File: config.mk
export PLATFORM = sky130hd
export DESIGN_NAME = sysid_reader
export DESIGN_NICKNAME = d
export VERILOG_FILES = /design/src/rtl/sysid_reader_pkg.sv /design/src/rtl/sysid_reader_latency_ctr.sv /design/src/rtl/sysid_reader.sv
export SDC_FILE = /design/constraint.sdc
export NUM_CORES = 1
export LEC_CHECK = 0
export BUFFER_PORTS_ARGS = -buffer_cell sky130_fd_sc_hd__clkbuf_2
export CAP_MARGIN = 20
export CORE_MARGIN = 5
export CORE_UTILIZATION = 52
export DETAILED_ROUTE_END_ITERATION = 6
export PLACE_DENSITY_LB_ADDON = 0.15
export SLEW_MARGIN = 20
export SYNTH_ARGS = -nofsm -noshare
export SYNTH_HDL_FRONTEND = slang
export SYNTH_HIERARCHICAL = 1
export SYNTH_SLANG_ARGS = --single-unit
File: constraint.sdc
create_clock -name clock -period 3.1 [get_ports clock]
set_clock_uncertainty 0.1 [all_clocks]
set_input_delay 0.31 -clock clock [delete_from_list [all_inputs] [get_ports clock]]
set_output_delay 0.31 -clock clock [all_outputs]
set_load 0.02 [all_outputs]
File: src/rtl/sysid_reader_pkg.sv
`default_nettype none
// ============================================================================
//  Module      : sysid_reader_pkg
//  Description : Shared types and constants for the system-ID read master.
//                The expected-value defaults are also used by the sysid
//                slave generator, so both ends agree on the build identity.
//  Revision    : 1.0 - initial release
// ============================================================================
package sysid_reader_pkg;

    // Word addresses on the sysid control_slave port
    localparam logic SYSID_ADDR_ID = 1'b0;
    localparam logic SYSID_ADDR_TS = 1'b1;

    // Default build identity shared with the slave generator
    localparam logic [31:0] SYSID_DEFAULT_ID        = 32'd0;
    localparam logic [31:0] SYSID_DEFAULT_TIMESTAMP = 32'd1457818839;

    // Width of the combined timeout/latency counter
    localparam int SYSID_TIMEOUT_W = 16;

    // Check sequencer states
    typedef enum logic [2:0] {
        ST_IDLE   = 3'd0,
        ST_REQ_ID = 3'd1,
        ST_LAT_ID = 3'd2,
        ST_REQ_TS = 3'd3,
        ST_LAT_TS = 3'd4,
        ST_FIN    = 3'd5
    } state_t;

endpackage
`default_nettype wire

File: src/rtl/sysid_reader_latency_ctr.sv
`default_nettype none
// ============================================================================
//  Module      : sysid_reader_latency_ctr
//  Description : Per-read down-counters. The timeout counter is reloaded at
//                the start of each read and bounds the whole read (request
//                plus latency); the latency counter is reloaded on accept and
//                marks the cycle on which read data is valid. Both saturate
//                at zero and expose a terminal-count flag.
//  Revision    : 1.0 - initial release
// ============================================================================
module sysid_reader_latency_ctr
    import sysid_reader_pkg::*;
#(
    parameter int READ_LATENCY   = 0,
    parameter int TIMEOUT_CYCLES = 255
) (
    input  logic clock,
    input  logic reset,
    input  logic timeout_load,
    input  logic timeout_en,
    input  logic latency_load,
    input  logic latency_en,
    output logic timeout_tc,
    output logic latency_tc
);

    // Counting down to zero gives TIMEOUT_CYCLES cycles including the load value
    localparam logic [SYSID_TIMEOUT_W-1:0] TIMEOUT_RELOAD =
        SYSID_TIMEOUT_W'(TIMEOUT_CYCLES - 1);
    // Zero-latency builds never enter a latency state, so the reload is unused there
    localparam logic [1:0] LATENCY_RELOAD =
        (READ_LATENCY > 0) ? 2'(READ_LATENCY - 1) : 2'd0;

    logic [SYSID_TIMEOUT_W-1:0] timeout_count;
    logic [1:0]                 latency_count;

    assign timeout_tc = (timeout_count == '0);
    assign latency_tc = (latency_count == 2'd0);

    // Reload has priority over decrement; both counters stop at zero
    always_ff @(posedge clock) begin
        if (reset) begin
            timeout_count <= '0;
            latency_count <= 2'd0;
        end else begin
            if (timeout_load) begin
                timeout_count <= TIMEOUT_RELOAD;
            end else if (timeout_en && !timeout_tc) begin
                timeout_count <= timeout_count - 1'b1;
            end

            if (latency_load) begin
                latency_count <= LATENCY_RELOAD;
            end else if (latency_en && !latency_tc) begin
                latency_count <= latency_count - 2'd1;
            end
        end
    end

endmodule
`default_nettype wire

File: src/rtl/sysid_reader.sv
`default_nettype none
// ============================================================================
//  Module      : sysid_reader
//  Description : Avalon-MM read master that fetches the sysid ID word
//                (address 0) then the timestamp word (address 1), compares
//                each against build-time values and reports pass/fail/timeout
//                to the board health logic.
//  Revision    : 1.0 - initial release
// ============================================================================
module sysid_reader
    import sysid_reader_pkg::*;
#(
    parameter logic [31:0] EXPECTED_ID        = SYSID_DEFAULT_ID,
    parameter logic [31:0] EXPECTED_TIMESTAMP = SYSID_DEFAULT_TIMESTAMP,
    parameter int          READ_LATENCY       = 0,
    parameter int          TIMEOUT_CYCLES     = 255
) (
    input  logic        clock,
    input  logic        reset,
    input  logic        start,
    output logic        avm_address,
    output logic        avm_read,
    input  logic        avm_waitrequest,
    input  logic [31:0] avm_readdata,
    output logic        busy,
    output logic        done,
    output logic        id_ok,
    output logic        ts_ok,
    output logic        timeout,
    output logic [31:0] id_value,
    output logic [31:0] ts_value
);

    // With zero latency the data is captured in the accept cycle itself
    localparam bit ZERO_LATENCY = (READ_LATENCY == 0);

    state_t state;
    state_t next_state;

    logic accept;
    logic timeout_load;
    logic timeout_en;
    logic latency_load;
    logic latency_en;
    logic timeout_tc;
    logic latency_tc;
    logic capture_id;
    logic capture_ts;
    logic flag_timeout;
    logic clear_flags;

    // Bus outputs decode straight from the state register so reset drops them on the same edge
    assign avm_read    = (state == ST_REQ_ID) || (state == ST_REQ_TS);
    assign avm_address = ((state == ST_REQ_TS) || (state == ST_LAT_TS)) ? SYSID_ADDR_TS
                                                                          : SYSID_ADDR_ID;
    assign busy        = (state == ST_REQ_ID) || (state == ST_LAT_ID) ||
                         (state == ST_REQ_TS) || (state == ST_LAT_TS);
    assign done        = (state == ST_FIN);
    assign accept      = avm_read && !avm_waitrequest;

    sysid_reader_latency_ctr #(
        .READ_LATENCY   (READ_LATENCY),
        .TIMEOUT_CYCLES (TIMEOUT_CYCLES)
    ) u_latency_ctr (
        .clock        (clock),
        .reset        (reset),
        .timeout_load (timeout_load),
        .timeout_en   (timeout_en),
        .latency_load (latency_load),
        .latency_en   (latency_en),
        .timeout_tc   (timeout_tc),
        .latency_tc   (latency_tc)
    );

    // State register
    always_ff @(posedge clock) begin
        if (reset) begin
            state <= ST_IDLE;
        end else begin
            state <= next_state;
        end
    end

    // Next-state and per-cycle control; capture is checked before timeout so it wins a tie
    always_comb begin
        next_state   = state;
        timeout_load = 1'b0;
        timeout_en   = 1'b0;
        latency_load = 1'b0;
        latency_en   = 1'b0;
        capture_id   = 1'b0;
        capture_ts   = 1'b0;
        flag_timeout = 1'b0;
        clear_flags  = 1'b0;

        unique case (state)
            ST_IDLE: begin
                if (start) begin
                    clear_flags  = 1'b1;
                    timeout_load = 1'b1;
                    next_state   = ST_REQ_ID;
                end
            end

            ST_REQ_ID: begin
                timeout_en = 1'b1;
                if (accept && ZERO_LATENCY) begin
                    capture_id   = 1'b1;
                    timeout_load = 1'b1;
                    next_state   = ST_REQ_TS;
                end else if (timeout_tc) begin
                    flag_timeout = 1'b1;
                    next_state   = ST_FIN;
                end else if (accept) begin
                    latency_load = 1'b1;
                    next_state   = ST_LAT_ID;
                end
            end

            ST_LAT_ID: begin
                timeout_en = 1'b1;
                latency_en = 1'b1;
                if (latency_tc) begin
                    capture_id   = 1'b1;
                    timeout_load = 1'b1;
                    next_state   = ST_REQ_TS;
                end else if (timeout_tc) begin
                    flag_timeout = 1'b1;
                    next_state   = ST_FIN;
                end
            end

            ST_REQ_TS: begin
                timeout_en = 1'b1;
                if (accept && ZERO_LATENCY) begin
                    capture_ts = 1'b1;
                    next_state = ST_FIN;
                end else if (timeout_tc) begin
                    flag_timeout = 1'b1;
                    next_state   = ST_FIN;
                end else if (accept) begin
                    latency_load = 1'b1;
                    next_state   = ST_LAT_TS;
                end
            end

            ST_LAT_TS: begin
                timeout_en = 1'b1;
                latency_en = 1'b1;
                if (latency_tc) begin
                    capture_ts = 1'b1;
                    next_state = ST_FIN;
                end else if (timeout_tc) begin
                    flag_timeout = 1'b1;
                    next_state   = ST_FIN;
                end
            end

            ST_FIN: begin
                next_state = ST_IDLE;
            end

            default: begin
                next_state = ST_IDLE;
            end
        endcase
    end

    // Result registers: compare is registered with the capture, values persist across checks
    always_ff @(posedge clock) begin
        if (reset) begin
            id_ok    <= 1'b0;
            ts_ok    <= 1'b0;
            timeout  <= 1'b0;
            id_value <= '0;
            ts_value <= '0;
        end else begin
            if (clear_flags) begin
                id_ok   <= 1'b0;
                ts_ok   <= 1'b0;
                timeout <= 1'b0;
            end
            if (capture_id) begin
                id_value <= avm_readdata;
                id_ok    <= (avm_readdata == EXPECTED_ID);
            end
            if (capture_ts) begin
                ts_value <= avm_readdata;
                ts_ok    <= (avm_readdata == EXPECTED_TIMESTAMP);
            end
            if (flag_timeout) begin
                timeout <= 1'b1;
            end
        end
    end

endmodule
`default_nettype wire

# Yosys cells after proc, flatten, opt, wreduce, memory -nomap -nowiden
# Index checks and enable logic that the tools add are counted.
dict set report classes {
  eq_ne 7
  n_reduce_logical 23
  addsub 2
  muxes 27
}
# operator n
set ops {}
lappend ops {{$eq 32x31->1 const B} 1}
lappend ops {{$logic_not 32->1} 1}
lappend ops {{$mux 3} 6}
lappend ops {{$logic_not 16->1} 1}
lappend ops {{$mux 8} 2}
lappend ops {{$sub 16x1->16 const B} 1}
lappend ops {{$pmux 3 s5} 1}
lappend ops {{$mux 1} 14}
lappend ops {{$reduce_bool 2->1} 4}
lappend ops {{$eq 3x2->1 const B} 2}
lappend ops {{$eq 3x3->1 const B} 2}
lappend ops {{$pmux 1 s2} 3}
lappend ops {{$reduce_or 2->1} 3}
lappend ops {{$logic_or 1x1->1} 5}
lappend ops {{$reduce_or 4->1} 1}
lappend ops {{$eq 3x1->1 const B} 1}
lappend ops {{$logic_and 1x1->1} 3}
lappend ops {{$logic_not 1->1} 3}
lappend ops {{$logic_not 3->1} 1}
lappend ops {{$pmux 1 s3} 1}
lappend ops {{$logic_not 2->1} 1}
lappend ops {{$ne 2x2->1 const B} 1}
lappend ops {{$sub 2x1->2 const B} 1}
dict set report totals {
  wordCells 68
  reg_bits 88
  inputBits 36
  output_inout_bits 71
}

# Longest topological paths before layout
dict set report logic_depth {
  depth_word 6
  ltp_mapped 10
  depth_no_buf 8
}

# Cells and area by module
# Netlist, hierarchy kept.
# module area_per_inst_um2 seq_area_each_um2 n_inst cells_each
set modules_own_cells {}
lappend modules_own_cells {sysid_reader 2825.2 1401.3 1 311}
lappend modules_own_cells {sysid_reader_latency_ctr 934.6 360.3 1 104}

# Worst setup path after synthesis
# Ideal clock, no wire load.
dict set report synth_timing {
  path_type {register to register}
  start {register state[0]}
  end {register u_latency_ctr.timeout_count[14]}
  path_slack_ps 847
  path_stages_with_launch 8
  period_less_slack_ps 2253
  arrival_time_ps 2083
  n_path_buf 1
  setup_time_ps 70
  t_required_ps 2930
  path_cell_list {dfxtp_1 buf_6 nor2b_2 or2_2 nand4bb_1 or4_4 or4_1 a21oi_1}
}
dict set report synth_between {
  elab_chain_cells 6
  elab_cells_between_ends 13
  cone_classes {eq/ne (4); mux (3); reduce/logical (6)}
}
# element line
set synth_lines {}
lappend synth_lines {{start: declaration} sysid_reader.sv:37} ;# state_t state;
lappend synth_lines {{start signal: assignment} sysid_reader.sv:80} ;# state <= next_state;
lappend synth_lines {{$eq 3x1->1 / $eq 3x2->1 (equally long branches)} sysid_reader.sv:53} ;# assign avm_read = (state == ST_REQ_ID) || (state == ST_REQ_TS);
lappend synth_lines {{$logic_or 1x1->1 *} sysid_reader.sv:53}
lappend synth_lines {{via avm_read} sysid_reader.sv:22} ;# output logic avm_read,
lappend synth_lines {{$logic_and 1x1->1 *} sysid_reader.sv:59} ;# assign accept = avm_read && !avm_waitrequest;
lappend synth_lines {{$mux 1 *} sysid_reader.sv:107} ;# if (accept && ZERO_LATENCY) begin
lappend synth_lines {{$pmux 1 s3 *} sysid_reader.sv:96} ;# unique case (state)
lappend synth_lines {{$reduce_or 2->1 (no line) *} -}
lappend synth_lines {{end signal: assignment} sysid_reader_latency_ctr.sv:49} ;# timeout_count <= timeout_count - 1'b1;
lappend synth_lines {{end: declaration} sysid_reader_latency_ctr.sv:34} ;# logic [SYSID_TIMEOUT_W-1:0] timeout_count;
# The timed path passes the listed nets; every way through them passes the cells marked *.
# A chain may end at the register's enable or synchronous reset.

# Worst setup path after layout
dict set report layout_timing {
  start {register state[2]}
  end {register u_latency_ctr.timeout_count[14]}
}
dict set report layout_between {
  elab_cells_between_ends 13
  cone_classes {eq/ne (4); mux (3); reduce/logical (6)}
}
# element line
set layout_lines {}
lappend layout_lines {{$eq 3x1->1 (tied with other cells)} sysid_reader.sv:96}
lappend layout_lines {{$reduce_or 4->1 (no line) *} -}
lappend layout_lines {{$mux 1 *} sysid_reader.sv:96}
lappend layout_lines {{via timeout_en} sysid_reader.sv:42} ;# logic timeout_en;
lappend layout_lines {{$logic_and 1x1->1 *} sysid_reader_latency_ctr.sv:48} ;# end else if (timeout_en && !timeout_tc) begin
# Marked as above.

==> results by group <==
Hold path
  • Worst hold path depth: 3
  • Hold Crit Class: in2reg

Drt
  • ANT nets after route: 0
  • Vias: 3,350
  • Drt total wl: 9280 um
  • 1st-iter DRT viols: between 150 and 200
  • Drt wl/cell: approximately 15 um
  • DRT Pass-1 Iters: 4
  • Vias/cell: 5.43
  • # DRC: 0

Synthesis
  • Async set or reset register ratio after synthesis: 0%
  • Mapped Area: 3760 sq um
  • Sequential cell area fraction in the yosys report: between 40% and 50%
  • Post-synth cell types: 47
  • Number of flops mapped to enable cells by yosys: 0
  • Yosys warns: 6
  • Ys flop type: dfxtp_1
  • Gate Count Post-Synth: a little over 400
  • Synthesized area per cell: 9.06 sq um
  • Synth Register Bits: 88

Global routing
  • Initial antenna violation count: 0
  • GRT Resource Usage Total: 20.8%
  • GRT overflow: 0
  • Vias in the first global route: 3,031
  • Global-route wire length before repair: approximately 15,000 um
  • Largest net degree at the start of global routing: 57

Layout
  • # fillers: 658
  • Final std cells w/o fill: approximately 620
  • Total Nets Final: 551
  • Layout area overhead: 19.5%
  • Design Area, Final: 4490 sq um
  • Layout cells sized above 1: 29.2%
  • ANT cells: 0

Setup path
  • CP Capture Type: register
  • Critical path type: reg2reg
  • Crit path max-delay cell type: dfxtp_1
  • Crit Path Max Fanout: 12
  • Slowest stage delay, CP: around 0.67 ns
  • Worst Reg-to-Reg Cells: 7
  • Critical path startpoint category: register
  • Worst EP required: 3.28 ns
  • Crit-path cells: xnor2_1 -> nor2_1 -> or2_2 -> nand4bb_1 -> or4_4 -> or4_1 -> a21oi_1
  • Critical path arrival: 2.78 ns

Clock tree
  • CTS tree: yes
  • # clock sinks: 88
  • Cts hold-fix bufs: 0
  • Setup bufs post-CTS: 0
  • Worst skew pair latency: between 0.3 and 0.4 ns
  • Clock Path Buffers: 2
  • Cts bufs inserted: 9
  • CTS resizes: 0
  • Clock transition at path regs: roughly 0.10 ns
  • H-tree levels: 3
  • Root Buffer: clkbuf_8

Run
  • Max Cap Violations: 0

STA
  • RSZ-0062 raised after global routing: false
  • Final WS setup: 0.503 ns
  • Final min period: 2.60 ns
  • Worst-Margin Slew: roughly 0.65 ns
  • Crit share post-route: 83.8%
  • Final hold violation count: 0
  • Setup TNS: 0 ns
  • Hold Slack: slightly above 0.09 ns
  • Worst slew margin: 56.4%
  • Setup Viol. Count Final: 0
  • Fmax: 385 MHz
  • Max-slew violations: 0

Floorplan
  • Die area: 9030 sq um
  • Core ar.: 7140 sq um
  • Width of the chip: 95.0 um
  • FP Rows: 31
  • Starting Density: 52.7%
  • DIE HEIGHT: 95.0 um
  • # IOs: 107

Pwr
  • Max VDD drop: 0.000331 V
  • Static leakage: 0.00203 uW
  • Pwr/cell area: 553 nW/um^2

Place
  • Placed Cells: 601
  • DP Worst Slack: 0.551 ns
  • Dpl cell area: ~4300 sq um
  • Port bufs: 106
  • Routability congestion estimate: around 0.85
  • Detailed Place HPWL: roughly 6600 um

Status
  • Outcome: finished clean
==> cell type report <==
type / instances / area [sq um] / area share (%)
clock inverters: 7 / 85.1 / 1.89
multi-input cells: 294 / 1790 / 39.9
flip-flops and latches: 88 / 1760 / 39.2
well taps: 99 / 124 / 2.76
repair buffers: 112 / 576 / 12.8
clock buffers: 9 / 124 / 2.76
inverters: 8 / 30.0 / 0.669
==> path summary, 6_finish.rpt <==
kind,startpoint,slack (ns),to
worst min register to register,id_value[24],0.36,id_value[24]
worst min-delay path,avm_readdata[19],0.09,id_value[19]
worst max register to register,state[2],0.50,u_latency_ctr/timeout_count[14]
worst max-delay path,state[2],0.50,u_latency_ctr/timeout_count[14]
==> where the power goes <==
| part | switching [uW] | internal, uW |
|---|---|---|
| clock | 434 | 389 |
| sequential | 47.1 | 1190 |
| combinational | 270 | 155 |
| total | 751 | 1730 |
==> placed cells by master, fill, tap and decap left out, types with 8 or more instances in the layout <==
master	count
or4_1	10
a21oi_1	41
nand2_1	71
nor2_1	41
dfxtp_1	88
nor4_1	12
clkbuf_8	9
clkbuf_2	106
mux2i_1	34
inv_1	8
==> worst max-delay path, delay by kind of cell, from the launching register on <==
| family | cells | cell delay [ns] |
|---|---|---|
| AOI/OAI and AO/OA | 1 | 0.15 |
| and+or+nand+nor | 5 | 1.47 |
| xor gates and xnor gates | 1 | 0.13 |
| DFF | 1 | 0.67 |
==> kinds of logic (layout without fill, tap and decap cells) <==
family          Yosys count  in the layout  synth area share, %
compound gates           77             77                 13.4
xor+xnor                  6              6                 1.40
fa+ha+maj                 2              2                0.665
buf+inv                  34            136                 6.09
flops                    88             88                 46.9
mux                      34             34                 9.05
other cells               1              2               0.0997
simple gates            173            173                 22.4
==> state kept, by name, summed over array words and instances, names as in the netlist <==
register                     count
id_ok                            1
id_value                        32
state                            3
timeout                          1
ts_ok                            1
ts_value                        32
u_latency_ctr/latency_count      2
u_latency_ctr/timeout_count     16
==> cells in the mapped netlist, drive strengths merged, types with 4 or more instances <==
master / instances / area [sq um]
xnor2: 5 / 43.8
or2: 7 / 43.8
nand3: 4 / 25.0
clkbuf: 9 / 33.8
buf: 17 / 165
inv: 8 / 30.0
a21oi: 47 / 265
nor2: 41 / 154
dfxtp: 88 / 1760
nor4: 12 / 75.1
or3: 6 / 37.5
nand4: 6 / 37.5
nand2: 71 / 267
o31ai: 7 / 57.6
a31oi: 5 / 31.3
nor2b: 5 / 33.8
mux2i: 34 / 340
or4: 13 / 109
==> through the flow <==
stage	power, uW	utilization (%)
after global routing	2620	62.9
after global placement	1670	60.0
after detailed placement	1680	60.0
final	2480	62.9
after CTS	2500	62.9
after floorplan	1560	-
==> routing by layer <==
layer / vias up / wire length [um] / part of all wire [%] / global-route usage, %
met4: 0 / 154 / 1.7 / 7.57
met3: 13 / 716 / 7.7 / 6.08
met5: - / 0 / 0 / 0
met1: 1582 / 4190 / 45 / 28.0
met2: 99 / 4220 / 45 / 31.8
li1: 1656 / - / - / -
No activity file was read; power rests on OpenSTA's default activity.
